<file path="src/rtl/bus_breakout_arbiter.sv">
// bus_breakout_arbiter: round-robin share of one combinational bus_breakout
// datapath between two requesters. Operands are registered toward the
// datapath, and the result is returned with the owner ID on a valid/ready
// response channel.
module bus_breakout_arbiter #(
  parameter int unsigned A_W   = 4,
  parameter int unsigned B_W   = 4,
  parameter int unsigned Q_W   = 6,
  parameter int unsigned CNT_W = 8
) (
  input  logic             clk,
  input  logic             rst,
  input  logic             req0_valid,
  input  logic [A_W-1:0]   req0_a,
  input  logic [B_W-1:0]   req0_b,
  output logic             req0_ready,
  input  logic             req1_valid,
  input  logic [A_W-1:0]   req1_a,
  input  logic [B_W-1:0]   req1_b,
  output logic             req1_ready,
  output logic [A_W-1:0]   dp_a,
  output logic [B_W-1:0]   dp_b,
  input  logic [Q_W-1:0]   dp_q,
  output logic             rsp_valid,
  input  logic             rsp_ready,
  output logic [Q_W-1:0]   rsp_q,
  output logic             rsp_id,
  output logic             busy,
  output logic [CNT_W-1:0] done_count
);

  typedef enum logic [1:0] {
    IDLE    = 2'd0,
    DRIVE   = 2'd1,
    CAPTURE = 2'd2,
    RESP    = 2'd3
  } state_t;

  state_t state;
  logic   last_id;
  logic   sel;

  // Grant select: a lone requester wins; on a tie the one not served last wins
  always_comb begin
    sel = 1'b0;
    if (req0_valid && req1_valid) begin
      sel = ~last_id;
    end else if (req1_valid) begin
      sel = 1'b1;
    end
  end

  // Ready is offered only in IDLE and only to the selected requester
  always_comb begin
    req0_ready = (state == IDLE) && req0_valid && !sel;
    req1_ready = (state == IDLE) && req1_valid &&  sel;
  end

  assign busy = (state != IDLE);

  // Sequencer: accept, settle one cycle, capture result, hold response
  always_ff @(posedge clk or posedge rst) begin
    if (rst) begin
      state      <= IDLE;
      dp_a       <= '0;
      dp_b       <= '0;
      rsp_q      <= '0;
      rsp_id     <= 1'b0;
      rsp_valid  <= 1'b0;
      last_id    <= 1'b1;
      done_count <= '0;
    end else begin
      case (state)
        IDLE: begin
          if (req0_valid || req1_valid) begin
            dp_a    <= sel ? req1_a : req0_a;
            dp_b    <= sel ? req1_b : req0_b;
            rsp_id  <= sel;
            last_id <= sel;
            state   <= DRIVE;
          end
        end
        DRIVE: begin
          state <= CAPTURE;
        end
        CAPTURE: begin
          rsp_q     <= dp_q;
          rsp_valid <= 1'b1;
          state     <= RESP;
        end
        RESP: begin
          if (rsp_ready) begin
            rsp_valid  <= 1'b0;
            done_count <= done_count + CNT_W'(1);
            state      <= IDLE;
          end
        end
        default: begin
          state <= IDLE;
        end
      endcase
    end
  end

endmodule

</file>
<file path="config.mk">
export PLATFORM = sky130hd
export DESIGN_NAME = bus_breakout_arbiter
export DESIGN_NICKNAME = d
export VERILOG_FILES = /design/src/rtl/bus_breakout_arbiter.sv
export SDC_FILE = /design/constraint.sdc
export NUM_CORES = 1
export LEC_CHECK = 0
export CORE_ASPECT_RATIO = 0.6
export CORE_MARGIN = 4
export CORE_UTILIZATION = 25
export CTS_CLUSTER_SIZE = 28
export DETAILED_ROUTE_END_ITERATION = 10
export GPL_TIMING_DRIVEN = 0
export MAX_ROUTING_LAYER = met4
export SYNTH_ARGS = -nofsm -noshare
export SYNTH_HDL_FRONTEND = slang
export SYNTH_SLANG_ARGS = --single-unit
</file>
<file path="constraint.sdc">
create_clock -name clk -period 3.8 [get_ports clk]
set_input_delay 0.95 -clock clk [delete_from_list [all_inputs] [get_ports clk]]
set_output_delay 0.95 -clock clk [all_outputs]
set_load 0.05 [all_outputs]
</file>
==> results.cfg <==
[outcome]
status = finished, final reports clean

[run]
max_cap_viol_count = 0

[detailed_routing]
drt-total-wl_mm = 2.942
ant_nets = 0
wire_per_inst_um = 13.19
dr.pass1.iters = 3
drc = 0
num_vias = 957
drt_iter0_markers = 19
via_per_inst = 4.291

[setup_path]
startpoint = req1_valid
start_kind = primary input
cp.arrival_ns = 2.42
r2r_start = state[0]
critical_path_class = in -> out
worstSetupEndpointType = output port
crit_fanout = 10
cp_data_required_time_ns = 2.85

[cells_and_area]
final_cell_mix = 51 x clkdlybuf4s50_1, 26 x dfrtp_1, 12 x nand2_1
nets = 193
final_util = 0.4044
drive_gt1_frac = 0.1063
area_growth_pct = 53.99
antenna_cells = 0
design_area_sq_um = 1884
layout_commonest_cell = clkdlybuf4s50_1

[min_path]
hold_start = rsp_id
min_path_type = reg -> reg

[global_routing]
grt_max_degree = 28
gr-usage-met1 = 0.1306
track_usage = 0.1025
top_usage_layer = met2
grt_first_pass_wirelength_mm = 4.995
grt_antenna_before_repair = 0
grt_use_met3 = 0.03356
grt_util_met2 = 0.1608
grt_pass1_vias = 1019
grt-ovfl-total = 0

[power_and_ir_drop]
pwr-share-seq = 0.303
p_int_uw = 862.8
clkPwrFrac = 0.095
p_sw_uw = 815.9
swShare = 0.4860
comb_power_share = 0.602
powerDensity_nw_per_um2 = 890.9
p_leak_nw = 0.8685
vdd_drop_max_mv = 0.3993

[timing]
min_period_ns = 3.367
tightestPinTransition_ns = 1.008
fmaxAchievable_mhz = 297.0
finalHoldViolCount = 0
drv_slew = 0
clock_skew_ns = 0.006458
rsz0062_at_grt = false
setup_tns_ns = 0
finalSetupViolCount = 0
period_share = 0.8862
slew_headroom = 0.3276

[synth]
synth_area_per_cell_sq_um = 11.88
yosysSeqAreaShare = 0.5532
yosysTopAreaCell = dfrtp_1
synth_cells = 103
ys_types = 28
synthTopCellsByArea = dfrtp_1 53%, mux2i_1 6.5%, mux2_2 6.4%
yosys_warnings = 0
synth_nets = 135
yosys.area.top_type_share = 0.5317
syn_area_sq_um = 1224
synth-seq-cells = 27

[clocking]
worst_skew_pair.late_latency_ns = 0.27
root_buffer = clkbuf_8
numCtsBuffers = 3
tritoncts = yes
clk_pin_slew_ns = 0.09
post_cts_buffers = 0
clock_path_buffers = 2
cts_num_sinks = 27
cts_max_level = 1
ctsHoldBuffers = 0

[die]
coreArea_sq_um = 4659
rows = 19
fp.dieW_um = 98.32
initial_core_util = 0.2626
dieArea_sq_um = 6115
die-height_um = 62.19
ioPinCount = 54

[placement]
hpwl_mm = 2.430
placed_area_sq_um = 1833
gp_congestion = 0.6902
port_buffers = 53
## kinds of logic after synthesis
logic type	Yosys count	synth area share
simple gates	23	0.09100
mux	16	0.1391
fa+ha+maj	5	0.05112
buf+inv	9	0.03579
compound gates	16	0.07976
flops	27	0.5532
xor+xnor	7	0.05010
## registers in the layout (all words and copies together) (netlist names)
name and flops:
rsp_valid 1, rsp_q 6, done_count 8, dp_b 4
state 2, rsp_id 1, last_id 1, dp_a 4
## power groups by stage
stage	Sequential (mW)	Combinational, mW	Clock [mW]
after global routing	0.530	1.07	0.177
after floorplan	0.874	0.309	0
after CTS	0.511	1.03	0.168
after global placement	0.505	1.00	0
after detailed placement	0.517	1.02	0
final	0.509	1.01	0.159
## final cells by class
type | count | area [sq um]
fillers | 487 | 2775
flip-flops and latches | 27 | 676.9
repair buffers | 53 | 535.5
multi-input cells | 67 | 503.0
well taps | 63 | 78.83
clock buffers | 3 | 41.29
inverters | 6 | 22.52
plain buffers | 3 | 21.27
clock inverters | 1 | 5.005
## through the flow
stage          hold slack [ns]  worst slack [ns]  total power [mW]  std cells
2_1_floorplan           0.4996             1.115             1.183        103
3_3_place_gp            0.4656           0.03006             1.507        219
3_5_place_dp            0.4707           0.03411             1.541        219
4_1_cts                 0.4982           0.02753             1.705        223
5_1_grt                 0.5103            0.3551             1.776        223
6_report                0.4878            0.4326             1.679        223
## synth_stat cells
cell and number:
nand4_1 3, dfrtp_1 26, nand3_1 1, dfstp_2 1, mux2_2 7, ha_1 5
a21bo_1 1, nor2_1 1, o21ai_0 1, and4_1 1, buf_6 1, o21ai_1 8
a21o_1 1, nand2_1 12, nor3_1 1, a31oi_1 1, nor2_2 1, mux2_1 1
and3_1 2, nor2b_1 1, o21ai_2 1, buf_2 2, xnor2_1 6, mux2i_1 8
o32a_1 1, xor2_1 1, inv_1 6, a21oi_1 2
## metal layers
metal / vias up / wire (um)
met5: - / 0
met4: 0 / 21
met3: 2 / 136
met2: 24 / 1424
met1: 465 / 1361
li1: 466 / -
## worst max-delay path, cell delays in order
cell and delay [ns]:
clkdlybuf4s50_1 0.54, a21bo_1 0.23, buf_6 0.15, nor2_2 0.11
dlymetal6s2s_1 0.44
## path summary, 6_finish.rpt
| check | to | slack, ns | cells past startpoint |
|---|---|---|---|
| worst max-delay path | req1_ready | 0.43 | 5 |
| worst min-delay path | rsp_id | 0.49 | 1 |
| worst max register to register | state[1] | 2.35 | 4 |
| worst min register to register | rsp_id | 0.49 | 1 |
| max in group asynchronous | rsp_q[1] | 1.98 | 2 |
| min in group asynchronous | done_count[5] | 1.22 | 2 |
## repair_timing
item	in CTS	in global routing
resized for setup	0	2
setup endpoints to repair	0	2
hold endpoints to repair	0	0
No activity file was read; power rests on OpenSTA's default activity.
